[config.mk]
export PLATFORM = sky130hd
export DESIGN_NAME = mips32_instr_fetch
export DESIGN_NICKNAME = d
export VERILOG_FILES = /design/src/rtl/mips32_instr_fetch.sv
export SDC_FILE = /design/constraint.sdc
export NUM_CORES = 1
export LEC_CHECK = 0
export BUFFER_PORTS_ARGS = -buffer_cell sky130_fd_sc_hd__buf_2
export CORE_MARGIN = 2
export CORE_UTILIZATION = 55
export DETAILED_ROUTE_END_ITERATION = 8
export PLACE_DENSITY_LB_ADDON = 0.08
export SLEW_MARGIN = 20
export SYNTH_ARGS = -nofsm -noshare
export SYNTH_HDL_FRONTEND = slang
export SYNTH_SLANG_ARGS = --single-unit
[constraint.sdc]
create_clock -name clk -period 3.8 [get_ports clk]
set_input_delay 0.95 -clock clk [delete_from_list [all_inputs] [get_ports clk]]
set_output_delay 0.95 -clock clk [all_outputs]
set_load 0.02 [all_outputs]
[src/rtl/mips32_instr_fetch.sv]
// Instruction fetch stage feeding the single-cycle mips32 core: loadable program memory streamed
// over valid/ready until a zero word or end of memory. Optional debug stepping: MIPS_FETCH_STEP_EN.
module mips32_instr_fetch #(
    parameter int DEPTH = 16,
    parameter int AW    = 4
) (
    input  logic          clk,
    input  logic          rst_n,
    input  logic          load_en,
    input  logic [AW-1:0] load_addr,
    input  logic [31:0]   load_data,
    input  logic          start,
`ifdef MIPS_FETCH_STEP_EN
    input  logic          step,
`endif
    output logic [31:0]   instr_out,
    output logic          instr_valid,
    input  logic          instr_ready,
    output logic [31:0]   pc,
    output logic          busy,
    output logic          halted
);

    typedef enum logic [1:0] {
        ST_IDLE = 2'd0,
        ST_RUN  = 2'd1,
        ST_HALT = 2'd2
    } state_t;

    state_t        state_reg, state_next;
    logic [AW:0]   fptr_reg, fptr_next;
    logic [31:0]   instr_reg, instr_next;
    logic [31:0]   pc_reg, pc_next;
    logic          valid_reg, valid_next;

    logic [31:0]   mem [DEPTH];
    logic [31:0]   fetch_word;
    logic          in_range;
    logic          mem_we;
    logic          adv;
    logic          fire;

    // Program memory is never reset; writes are locked out while streaming.
    assign mem_we = load_en && (state_reg != ST_RUN);

    always_ff @(posedge clk) begin
        if (mem_we) begin
            mem[load_addr] <= load_data;
        end
    end

    // The MSB of the pointer flags that the whole memory has been consumed.
    assign in_range   = !fptr_reg[AW];
    assign fetch_word = mem[fptr_reg[AW-1:0]];
    assign adv        = !valid_reg || instr_ready;

`ifdef MIPS_FETCH_STEP_EN
    assign fire = adv && step;
`else
    assign fire = adv;
`endif

    always_comb begin
        state_next = state_reg;
        fptr_next  = fptr_reg;
        instr_next = instr_reg;
        pc_next    = pc_reg;
        valid_next = valid_reg;
        case (state_reg)
            ST_IDLE, ST_HALT: begin
                if (start) begin
                    state_next = ST_RUN;
                    fptr_next  = '0;
                end
            end
            ST_RUN: begin
                if (fire) begin
                    if (in_range && (fetch_word != 32'd0)) begin
                        instr_next = fetch_word;
                        pc_next    = {{(30-AW){1'b0}}, fptr_reg[AW-1:0], 2'b00};
                        valid_next = 1'b1;
                        fptr_next  = fptr_reg + {{AW{1'b0}}, 1'b1};
                    end else begin
                        // Zero marker or end of memory: the marker itself is never presented.
                        valid_next = 1'b0;
                        state_next = ST_HALT;
                    end
                end
            end
            default: begin
                state_next = ST_IDLE;
            end
        endcase
    end

    always_ff @(posedge clk or negedge rst_n) begin
        if (!rst_n) begin
            state_reg <= ST_IDLE;
            fptr_reg  <= '0;
            instr_reg <= 32'd0;
            pc_reg    <= 32'd0;
            valid_reg <= 1'b0;
        end else begin
            state_reg <= state_next;
            fptr_reg  <= fptr_next;
            instr_reg <= instr_next;
            pc_reg    <= pc_next;
            valid_reg <= valid_next;
        end
    end

    assign instr_out   = instr_reg;
    assign instr_valid = valid_reg;
    assign pc          = pc_reg;
    assign busy        = (state_reg == ST_RUN);
    assign halted      = (state_reg == ST_HALT);

endmodule

==> results summary, run 1 <==
Tracing the worst setup path back leads to its startpoint at fptr_reg[0]$_DFFE_PN0P_. The async set-or-reset flop fraction in the synthesized netlist is 7.91%. The initial antenna violation count is 2.

In this run, synthesis inferred 512 flip-flops with an integrated enable. The final weighted congestion in routability-driven placement is 0.749. The HPWL after detailed placement is 27.6 mm. The post-synthesis average cell area is 21.8 µm². The data required time of the critical path came out at 4.27 ns. The maximum number of pins on one net before global-route repair came out at 34. The count of buffers inserted at the top-level ports is 79. The arrival time of data at the critical path endpoint came out at 4.35 ns.

The number of sinks on the clock net came out at 556. The power consumption came out at 19.0 mW. The final cell area excluding filler cells is 25400 µm².

The share of the Yosys chip area taken by registers is 76.2%. The family with the most delay on the worst path is simple AND/OR/NAND/NOR gates. The CTS tree is built. For this run, the top clock speed supported by timing is 258 MHz. The first-pass iteration count of the detailed router is 5. The total number of nets in the final design came out at 1221. Together, buffers and inverters on the worst path number 3.

The number of antenna-violating nets in the routed design is 0. The max-cap violation count came out at 0. The unique cell type count in the Yosys netlist came out at 49.

The flip-flop count of the largest register, all copies and words added is 512. The switching share of power is 29.4%. The type of origin of the critical path is a flop.

The time the worst path needs with I/O delays and setup is 3.88 ns. The die width came out at 202 µm. The placeable core area came out at 38700 µm².

The critical path ends at instr_out[20]$_DFFE_PN0P_. The worst slack on hold paths came out at 0.415 ns. The relative slew slack is 50.4%. After synthesis the netlist holds a flip-flop and latch count of 556.

The post-detailed-routing wire length came out at 49.6 mm. The min-delay analysis places its worst path in the category input pin to async pin. The number of top-level design ports is 108. Setup violations remaining at the end of the flow were counted as 28. The worst setup path is captured at a flop. Summed over all layers, the global routing overflow is 0. The share of post-route cells with drive strength above 1 is 35.6%. The number of buffers created by CTS came out at 56. The leakage component of the power came out at 8.65 nW.

Setup repair after global routing could not meet its margin everywhere. The combinational fraction of design power is 32.8%. The flop-to-flop setup slack came out at -0.08 ns. The clock edge transition at the registers on the reported setup and hold paths came out at 0.06 ns. During synthesis, Yosys emitted a total of 0 warnings.

In the layout the commonest cells are 512 x sky130_fd_sc_hd__edfxtp_1, 121 x sky130_fd_sc_hd__mux4_2, 79 x sky130_fd_sc_hd__buf_2, 70 x sky130_fd_sc_hd__buf_4, 57 x sky130_fd_sc_hd__clkbuf_16. The worst register-to-register path ends at instr_out[20]$_DFFE_PN0P_. The maximum clock skew at final layout came out at 0.0156 ns. The critical path goes through buf_12, buf_8, mux4_2, mux4_2, or4_4, or4b_4, nor4_4, a41oi_4, and2_4, buf_12, mux2_4. The global-route wire length before repair is 72.4 mm.

The effective utilization at floorplan is 55.8%. The critical path is of the flop to flop type. The via count of the first global-routing pass was 10528.

The final hold violation count came to 0. The number of slew-limit violations in the final report is 0. The H-tree was split into 2 levels. Counting buffers and inverters, the worst setup path is 11 cells deep.

The routed via count divided by cell count came out at 6.01. The number of instances in the synthesized netlist is 992. The synthesized area came out at 21600 µm². The overall global routing resource usage is 24.9%. The maximum number of buffers from clock root to sink came out at 3. The total power divided by cell area is 746 nW/µm². After detailed routing, the average wire length per cell comes to 28.4 µm. In this run the critical register-to-register path is launched from fptr_reg[0]$_DFFE_PN0P_. The flow ran to the end, but the final reports show violations. The remaining routing DRC violations came out at 0. Of the available clock period, the critical path in the final layout requires 102%.

The internal portion of the total power is 13.4 mW. The placement row count is 72. The worst reg-to-reg path cell count is 11.

For the worst-skew pair, the clock arrives at the later sink with an insertion delay of 0.60 ns. Sequential cells account for 38.6% of the total power. The area growth from synthesis to layout is 17.5%.

The most used flip-flop cell after synthesis is sky130_fd_sc_hd__edfxtp_1. The clock share of power is 28.6%. The worst setup slack after layout came out at -0.0776 ns. The checks that failed: setup timing. The transition at the pin with the smallest max-transition slack came out at 0.744 ns.

The net switching power is 5.57 mW. The die is 202 µm tall. In this run the worst path has a maximum fanout of 11. The cell sitting at the root of the clock tree is a sky130_fd_sc_hd__clkbuf_16. The critical-path cell with the highest stage delay is sky130_fd_sc_hd__dfrtp_4. The overall via count from detail_route came out at 10487.

The delay of the slowest cell on the worst path is 0.53 ns. The cell area after placement is 23400 µm². The post-place setup slack came out at -0.315 ns. The worst vdd rail ir drop came out at 0.000401 V. The initial detailed-routing violation count is 1080. The full die area came out at 40900 µm². The most common library cell in the layout ignoring fill and taps is sky130_fd_sc_hd__edfxtp_1. The core utilization of the finished layout came out at 65.6%.
worst min-delay path by stage:
stage,start,endpoint,slack (ns)
2_1_floorplan,state_reg[1]$_DFFE_PN0P_,fptr_reg[2]$_DFFE_PN0P_,0.50
3_3_place_gp,instr_out[31]$_DFFE_PN0P_,instr_out[31]$_DFFE_PN0P_,0.47
3_5_place_dp,instr_out[31]$_DFFE_PN0P_,instr_out[31]$_DFFE_PN0P_,0.48
6_report,rst_n,instr_out[29]$_DFFE_PN0P_,0.42
4_1_cts,rst_n,instr_out[29]$_DFFE_PN0P_,0.43
5_1_grt,rst_n,instr_out[29]$_DFFE_PN0P_,0.47
layer usage:
layer,part of all wire [%],vias up,global-route usage [%]
met3,7.3,65,4.05
met4,1.9,2,6.65
li1,-,4473,-
met1,43,5549,37.4
met2,47,398,38.6
met5,0.026,-,0
cell families after synthesis:
kind of cell               synth area share (%)
other                                    0.0173
AOI/OAI and AO/OA                          2.53
adders and majority gates                0.0579
and+or+nand+nor                            1.89
muxes                                      17.1
buffers and inverters                      2.23
DFF                                        76.2
cell type report:
cell class	count	area, µm²
well taps	518	648
repair buffers	177	1500
clock inverters	25	250
fillers	2574	13300
multi-input cells	382	4950
flip-flops and latches	556	16500
inverters	6	22.5
diodes	2	5.00
clock buffers	79	1560
metrics by stage:
step / cells / TNS [ns]
global route: 1743 / -4.67
floorplan: 1019 / -2.08
CTS: 1743 / -2.17
finish: 1745 / -1.73
detailed placement: 1633 / -10.67
global placement: 1633 / -9.76
power groups by stage:
stage / Sequential, mW / Combinational, mW / Clock, mW
after CTS: 7.31 / 6.23 / 5.50
after global routing: 7.34 / 6.58 / 5.74
after detailed placement: 7.42 / 5.94 / 0
after floorplan: 7.54 / 3.63 / 0
after global placement: 7.42 / 5.89 / 0
final: 7.31 / 6.21 / 5.43
what timing repair did:
| action | in CTS | in global routing |
|---|---|---|
| endpoints found under the setup margin | 44 | 44 |
| buffers inserted | 3 | 0 |
| pin swaps | 1 | 2 |
| hold buffers | 0 | 0 |
| resized for setup | 16 | 3 |
| endpoints found under the hold margin | 0 | 0 |
| gates cloned | 3 | 0 |
cells in the mapped netlist (all sizes together) (2+ instances only):
| master | count | area (µm²) |
|---|---|---|
| buf | 53 | 378 |
| clkbuf | 22 | 82.6 |
| mux4 | 121 | 2730 |
| nand2 | 17 | 63.8 |
| mux2i | 53 | 531 |
| a22o | 7 | 61.3 |
| nor3 | 6 | 30.0 |
| nand3 | 2 | 10.0 |
| o2111ai | 2 | 17.5 |
| dfrtp | 44 | 1100 |
| nand2b | 7 | 43.8 |
| edfxtp | 512 | 15400 |
| and2 | 4 | 25.0 |
| o211ai | 2 | 15.0 |
| nor2b | 6 | 37.5 |
| o21ai | 9 | 45.0 |
| inv | 6 | 22.5 |
| a22oi | 13 | 97.6 |
| a221oi | 21 | 184 |
| nand4 | 4 | 25.0 |
| mux2 | 31 | 435 |
| nor2 | 27 | 101 |
| nor4 | 4 | 40.0 |
(Power assumes the default switching activity.)
==> inputs of run 2 (changes only) <==
--- a/config.mk
+++ b/config.mk
@@ -5,9 +5,11 @@
 export SDC_FILE = /design/constraint.sdc
 export NUM_CORES = 1
 export LEC_CHECK = 0
+export ABC_AREA = 1
 export BUFFER_PORTS_ARGS = -buffer_cell sky130_fd_sc_hd__buf_2
 export CORE_MARGIN = 2
-export CORE_UTILIZATION = 55
+export CORE_UTILIZATION = 57
+export CTS_BUF_LIST = sky130_fd_sc_hd__clkbuf_8
 export DETAILED_ROUTE_END_ITERATION = 8
 export PLACE_DENSITY_LB_ADDON = 0.08
 export SLEW_MARGIN = 20
==> run 2 against run 1 <==
The flow now finishes without violations. Worst hold slack worse by 0.11 ns. Final cell count increased by 59%. Synthesized cell count up 110%. First-iteration DRC count up 54%. Sequential cell count did not move. Sequential power fell by 2%. Utilization is 0.89 points lower. Setup slack gained 0.54 ns. Register-to-register slack better by 0.54 ns. Synthesized area grew 6.6%. Clock skew increased by 0.0081 ns. Global-route usage grew 3.3 points. Critical endpoint is now instr_out[25]$_DFFE_PN0P_. Highest routed layer is now met4.
==> results summary, run 2 <==
Of the total synthesized cell area, the portion taken by full adders, half adders and majority gates is 0.0543%. The data required time of the critical path came out at 4.32 ns. Setup repair after global routing left no endpoint under its margin.

The number of different library cells used by synthesis comes to 21. The full die area is 42100 µm². The proportion of netlist area held by the largest area contributor is 66.7%. For the worst flop-to-flop path, the logic depth is 17. The tightest min-delay check is of the input pin to async pin type. The half-perimeter wire length of the detailed placement result came out at 30.6 mm. The depth of the CTS H-tree is 3. The clock edge transition at the registers on the reported setup and hold paths came out at 0.06 ns. The initial detailed-routing violation count came out at 1659. The post-synthesis to final-layout area growth is 11.8%. The share of the Yosys chip area taken by registers is 71.5%.

The final hold violation count came out at 0. The share of the cycle needed by the critical path after routing is 87.7%. The synthesized netlist devotes 19.8% of its cell area to simple gates. The die is 205 µm tall. The critical path is of the flop to flop type.

The total power divided by cell area is 630 nW/µm². The share of post-route cells with drive strength above 1 came out at 11.2%. The setup check on the worst reg-to-reg path leaves a slack of 0.47 ns.

The number of instances in the synthesized netlist is 2091. The overall global routing resource usage came out at 28.1%. Leaving out fill and tap cells, the most frequent cell in the layout is sky130_fd_sc_hd__nand2_1.

Across the run, the number of max-cap violations was 0. The number of register bits inferred by synthesis is 556. The compound-cell area share of the yosys netlist is 3.27%.

The arrival time of data at the critical path endpoint is 3.86 ns. The element type at the critical path end is a flop. The total of warnings raised by yosys came out at 0. The global-route congestion overflow total came out at 0. The overall via count from detail_route came out at 15315. The critical-path cell with the highest stage delay is sky130_fd_sc_hd__dfrtp_4. The number of slew-limit violations in the final report was 0. The routed via count divided by cell count is 5.51. The number of buffers created by CTS is 88. The fmax came out at 300 MHz.

The layout has 3094 filler cells. The initial utilization of the core area, before any placement, comes to 57.9%. The repair_antennas step left the layout with diodes totalling 0. The leading area contributor after synthesis is sky130_fd_sc_hd__edfxtp_1. Entering global routing, the biggest net connects 135 pins. The cell sitting at the root of the clock tree is a sky130_fd_sc_hd__clkbuf_8.

The most used standard cell by instance count after synthesis is sky130_fd_sc_hd__nand2_1. The core region is 39800 µm². The final weighted congestion in routability-driven placement is 0.849. The via count of the first global-routing pass came out at 14811. The register with the most flip-flops in the layout has 512 of them. The number of buffers inserted by hold repair at cts is 0. The initial antenna violation count is 0.

The time the worst path needs with I/O delays and setup came out at 3.33 ns. The sequential cell area came out at 16500 µm². 108 I/O pins were placed. CTS saw 556 sinks. The area taken by multi-input logic gates is 5570 µm². After synthesis, the cell types taking the most area are sky130_fd_sc_hd__edfxtp_1 67%, sky130_fd_sc_hd__nand2_1 11%, sky130_fd_sc_hd__nand3_1 6.0%. The number of antenna-violating nets in the routed design is 0. Traced cell by cell, the critical path runs through inv_6, buf_12, nand2_1, nand2_1, nand2_1, nand3_1, nand3_1, nand2_1, nor2_1, nand2_1, nor2_1, nand2_1, o21ai_1, inv_2, nand2_2, nand2_1, nand2_1. The die width came out at 205 µm.

For this run, the share of the core covered by cells in the final layout is 64.7%. The global-route wire length before repair is 88.1 mm. The top cell types in the final layout, fill and taps aside, are 646 x sky130_fd_sc_hd__nand2_1, 512 x sky130_fd_sc_hd__edfxtp_1, 278 x sky130_fd_sc_hd__nand3_1, 182 x sky130_fd_sc_hd__nor2_1, 167 x sky130_fd_sc_hd__inv_1. The post-route setup TNS came out at 0 ns. During placement, the flow inserted port buffers numbering 79.

The routed wirelength normalized by instance count came out at 20.5 µm. IR analysis of the VDD net gives a maximum drop of 0.000389 V. The clock network latency to the later pin of the worst-skew pair came out at 0.65 ns. In this run, synthesis inferred 512 flip-flops with an integrated enable.

In the synthesized netlist the dominant register cell turns out to be sky130_fd_sc_hd__edfxtp_1. The relative slew slack came out at 40.6%. After detailed routing, the number of remaining DRC violations is 0. The largest single stage delay on the critical path is 0.53 ns. Among the stages of the critical path, the cell type that occurs most often is sky130_fd_sc_hd__nand2_1. The placement row count is 73. The leakage component of the power is 10.3 nW.

The final setup violation count is 0. At the pin with the least slew margin, the transition time is 0.889 ns. In this run the worst path has a maximum fanout of 41.

The type of origin of the critical path is a flop. The routed design has 57.0 mm of wire. The number of setup buffers added after CTS is 0. Averaged over all synthesized cells, the footprint is 11.0 µm². The endpoint identified for the worst register-to-register timing path is instr_out[25]$_DFFE_PN0P_. The run finished with clean final reports.

Counting along the longest clock path gives a buffer depth of 3. The synthesized area came out at 23000 µm². The commonest cells after synthesis are 646 x sky130_fd_sc_hd__nand2_1, 512 x sky130_fd_sc_hd__edfxtp_1, 278 x sky130_fd_sc_hd__nand3_1. The async set-or-reset flop fraction in the synthesized netlist came out at 7.91%.

TritonCTS built the clock tree. After synthesis, the largest family of logic cells by area is simple AND/OR/NAND/NOR gates. The startpoint of the worst register-to-register path is fptr_reg[0]$_DFFE_PN0P_. In the synthesized netlist, mux cells make up 0% of the area.

The maximum clock skew at final layout is 0.0237 ns. The total number of nets in the final design came out at 2232. The count of cells resized by post-cts repair came out at 0.

Summing the areas of all xor and xnor instances in the mapped netlist gives 0% of the synthesized area. The first-pass iteration count of the detailed router is 5.
[run 2: cell types whose count changed after synthesis, moves of 36 or more]
cell and delta:
sky130_fd_sc_hd__o211ai_1 +36, sky130_fd_sc_hd__nand2_1 +629, sky130_fd_sc_hd__mux4_2 -121, sky130_fd_sc_hd__o21ai_0 +73, sky130_fd_sc_hd__inv_1 +124, sky130_fd_sc_hd__nand3_1 +276, sky130_fd_sc_hd__buf_2 +37, sky130_fd_sc_hd__nor2_1 +172
sky130_fd_sc_hd__mux2i_1 -53
[run 2: cell families (layout without fill, tap and decap cells)]
group / Yosys count / after routing
AOI/OAI and AO/OA: 131 / 131
adders and majority gates: 1 / 1
buffers and inverters: 278 / 414
DFF: 556 / 556
other: 1 / 28
and+or+nand+nor: 1124 / 1124
[run 2: final cells by class]
| class | count | area share [%] |
|---|---|---|
| multi-input cells | 1284 | 21.6 |
| well taps | 525 | 2.55 |
| repair buffers | 126 | 3.88 |
| clock inverters | 63 | 1.15 |
| flip-flops and latches | 556 | 64.0 |
| inverters | 134 | 1.99 |
| clock buffers | 91 | 4.86 |
[run 2: metal layers]
layer	vias up	wire [µm]	global-route usage, %
li1	7215	-	-
met1	7315	25100	41.9
met2	684	26000	43.0
met3	101	4630	3.99
met4	0	1240	9.28
met5	-	0	0
[run 2: power by group]
part	switching, mW	total, mW	leakage, nW	internal, mW
sequential	0.172	7.19	5.17	7.01
clock	2.26	4.54	0.913	2.28
combinational	3.19	4.50	4.22	1.31
[run 2: critical path: cells and delay by family (launching register included)]
kind / cells / cell delay (ns)
buffers and inverters: 3 / 0.83
DFF: 1 / 0.53
and+or+nand+nor: 13 / 1.71
AOI/OAI and AO/OA: 1 / 0.09
[run 2: worst max-delay path by stage]
stage / start / endpoint / slack, ns / cells past startpoint
after CTS: fptr_reg[0]$_DFFE_PN0P_ / instr_out[25]$_DFFE_PN0P_ / 0.50 / 17
after floorplan: load_en / mem[0][0]$_DFFE_PP_ / 0.70 / 4
after detailed placement: fptr_reg[0]$_DFFE_PN0P_ / instr_out[25]$_DFFE_PN0P_ / 0.53 / 17
after global routing: fptr_reg[0]$_DFFE_PN0P_ / instr_out[27]$_DFFE_PN0P_ / 0.07 / 17
final: fptr_reg[0]$_DFFE_PN0P_ / instr_out[25]$_DFFE_PN0P_ / 0.47 / 17
after global placement: fptr_reg[0]$_DFFE_PN0P_ / instr_out[14]$_DFFE_PN0P_ / 0.53 / 17
[run 2: stage by stage]
stage	std cells	total power [mW]	cell area (µm²)	setup slack [ns]	hold slack, ns
finish	2779	16.2	25800	0.466	0.304
global route	2779	17.1	25800	0.0715	0.325
CTS	2779	16.3	25800	0.502	0.471
detailed placement	2625	11.8	24200	0.527	0.456
global placement	2625	11.7	24200	0.528	0.453
floorplan	2118	10.3	23200	0.698	0.464
==> inputs of run 3 (changes only) <==
--- a/config.mk
+++ b/config.mk
@@ -5,14 +5,13 @@
 export SDC_FILE = /design/constraint.sdc
 export NUM_CORES = 1
 export LEC_CHECK = 0
-export ABC_AREA = 1
 export BUFFER_PORTS_ARGS = -buffer_cell sky130_fd_sc_hd__buf_2
 export CORE_MARGIN = 2
 export CORE_UTILIZATION = 57
 export CTS_BUF_LIST = sky130_fd_sc_hd__clkbuf_8
 export DETAILED_ROUTE_END_ITERATION = 8
 export PLACE_DENSITY_LB_ADDON = 0.08
-export SLEW_MARGIN = 20
+export SLEW_MARGIN = 40
 export SYNTH_ARGS = -nofsm -noshare
 export SYNTH_HDL_FRONTEND = slang
 export SYNTH_SLANG_ARGS = --single-unit
==> run 3 against run 2 <==
The flow now finishes with violations (setup timing). Fmax fell by 15%. Sequential cell count did not move. Critical endpoint is now instr_out[9]$_DFFE_PN0P_. Combinational power rose by 26%.
==> results summary, run 3 (synthesis gave the netlist of run 1 again) <==
The maximum clock skew at final layout is 0.0426 ns. The largest fanout on the critical path came out at 17. The number of clock buffers added by TritonCTS is 85.

STA classifies the critical path startpoint as a flop. After global routing the overflow that remains totals 0. In the layout the commonest cells are 512 x sky130_fd_sc_hd__edfxtp_1, 121 x sky130_fd_sc_hd__mux4_2, 90 x sky130_fd_sc_hd__clkbuf_8, 78 x sky130_fd_sc_hd__buf_2, 59 x sky130_fd_sc_hd__buf_4. The overall via count from detail_route is 10558.

The share of the cycle needed by the critical path after routing is 103%. The critical path class is flop to flop. The most numerous cell type found on the critical path is sky130_fd_sc_hd__mux4_2. Once the floorplan was initialized, standard cells occupied 57.7% of the core. Subtracting the final worst setup slack from the clock period gives 3.91 ns. Once layout is complete, the utilization of the core stands at 65.9%. The routed via count divided by cell count is 6.01. At the worst endpoint, the required time is 4.31 ns.

The completed layout was analyzed and its total power is 17.4 mW. The total number of nets in the final design is 1224. The final cell area excluding filler cells came out at 24700 µm². The max-cap violation count is 0. The post-synthesis to final-layout area growth is 14.3%. The post-place setup slack is -0.204 ns. The total buffers and inverters traversed by the critical path is 2. The core region is 37500 µm². The cell area after placement is 23100 µm². The class of the most critical hold timing path is input pin to async pin. The initial antenna violation count is 3. The half-perimeter wire length of the detailed placement result came out at 26.2 mm.

The y dimension of the die is 199 µm. The register with the most flip-flops in the layout has 512 of them. The overall global routing resource usage is 25.1%. The element type at the critical path end is a flop.

The family with the most delay on the worst path is simple AND/OR/NAND/NOR gates. In the final layout, the share of cells above drive strength 1 is 34.3%. The die width came out at 199 µm. The layout filler cell count came out at 2547. Leaving out fill and tap cells, the most frequent cell in the layout is sky130_fd_sc_hd__edfxtp_1. The critical path goes through buf_4, mux4_2, mux4_2, or4_4, or4b_4, nor4_4, a41oi_4, and2_4, buf_12, mux2_4.

For this run, the top clock speed supported by timing is 256 MHz. The via count of the first global-routing pass came to 10661. The maximum number of pins on one net before global-route repair is 58.

The flow ran to the end, but the final reports show violations. For this design the ratio of total power to cell area is 706 nW/µm². The placement row count is 71. For this design, the slowest cell found on the critical path is sky130_fd_sc_hd__or4_4.

Dividing the detail-routed wire length by the instance count gives 27.3 µm. The worst setup slack after layout came out at -0.113 ns. The final weighted congestion in routability-driven placement came out at 0.776.

Clock-pin slew was measured on the worst setup and hold paths at 0.06 ns. The depth of the CTS H-tree came out at 3. The delay of the slowest cell on the worst path came out at 0.56 ns. The clock network latency to the later pin of the worst-skew pair is 0.66 ns.

Setup repair after global routing could not meet its margin everywhere. In this run the count of I/O pins placed on the die edge is 108. The first routing iteration left 927 violations.

The maximum number of buffers from clock root to sink is 3. The arrival time of data at the critical path endpoint came out at 4.43 ns. The number of antenna-violating nets in the routed design came out at 0. TritonCTS built the clock tree.

The number of sinks on the clock net is 556. The final hold violation count is 0. The clock root buffer is sky130_fd_sc_hd__clkbuf_8. The number of slew-limit violations in the final report came out at 0. The transition at the pin with the smallest max-transition slack came out at 0.786 ns. The full die area came out at 39500 µm². Setup violations remaining at the end of the flow were counted as 36. The first-pass iteration count of the detailed router is 5. The leakage component of the power is 8.42 nW.

The global-route wire length before repair is 69.4 mm. The worst vdd rail ir drop is 0.000328 V. The checks that failed: setup timing. The remaining routing DRC violations is 0. Headroom to the max-slew limit came out at 47.6%.

The final layout contains routed wiring with a total length of 48.0 mm. Input and output buffers added on the ports amount to 79.
-- run 3: stage by stage --
step / std cells / TNS, ns / hold slack (ns)
floorplan: 1019 / -2.08 / 0.498
global placement: 1603 / -3.22 / 0.471
detailed placement: 1603 / -5.99 / 0.479
CTS: 1754 / -3.90 / 0.318
global route: 1757 / -6.27 / 0.370
finish: 1758 / -2.90 / 0.331
-- run 3: report_power, final --
group	internal (mW)	switching [mW]	total (mW)	leakage, nW
sequential	7.04	0.275	7.32	5.12
clock	2.25	2.19	4.44	0.876
combinational	2.78	2.91	5.69	2.42
-- run 3: final timing paths --
kind	from	end	slack (ns)	cells after the start
min reg2reg	instr_out[30]$_DFFE_PN0P_	instr_out[30]$_DFFE_PN0P_	0.49	1
min	rst_n	pc[5]$_DFFE_PN0P_	0.33	1
max	fptr_reg[0]$_DFFE_PN0P_	instr_out[9]$_DFFE_PN0P_	-0.11	10
max reg2reg	fptr_reg[0]$_DFFE_PN0P_	instr_out[9]$_DFFE_PN0P_	-0.11	10
max in group asynchronous	rst_n	fptr_reg[0]$_DFFE_PN0P_	2.95	1
min in group clk	instr_out[30]$_DFFE_PN0P_	instr_out[30]$_DFFE_PN0P_	0.49	1
-- run 3: layout make-up --
class	instances	area, µm²	area share (%)
diodes	1	2.50	0.0101
repair buffers	151	1100	4.46
well taps	511	639	2.59
clock inverters	61	280	1.13
multi-input cells	382	4950	20.0
inverters	6	22.5	0.0911
clock buffers	90	1240	5.01
flip-flops and latches	556	16500	66.7
-- run 3: layer usage --
| layer | global-route usage (%) | part of all wire, % |
|---|---|---|
| met5 | 0 | 0.027 |
| met4 | 7.85 | 1.7 |
| met3 | 5.34 | 6.9 |
| met2 | 38.6 | 48 |
| met1 | 36.7 | 43 |
-- run 3: worst register-to-register path, cell delays in order, from the launching register on --
cell and delay, ns:
sky130_fd_sc_hd__dfrtp_4 0.45, sky130_fd_sc_hd__buf_4 0.18, sky130_fd_sc_hd__mux4_2 0.50, sky130_fd_sc_hd__mux4_2 0.49, sky130_fd_sc_hd__or4_4 0.56, sky130_fd_sc_hd__or4b_4 0.54, sky130_fd_sc_hd__nor4_4 0.27, sky130_fd_sc_hd__a41oi_4 0.13
sky130_fd_sc_hd__and2_4 0.20, sky130_fd_sc_hd__buf_12 0.17, sky130_fd_sc_hd__mux2_4 0.32
-- run 3: repair_timing --
action / CTS / global route
buffers inserted: 0 / 2
cloned: 0 / 1
hold buffers: 0 / 0
setup endpoints to repair: 39 / 43
gates resized for setup: 3 / 6
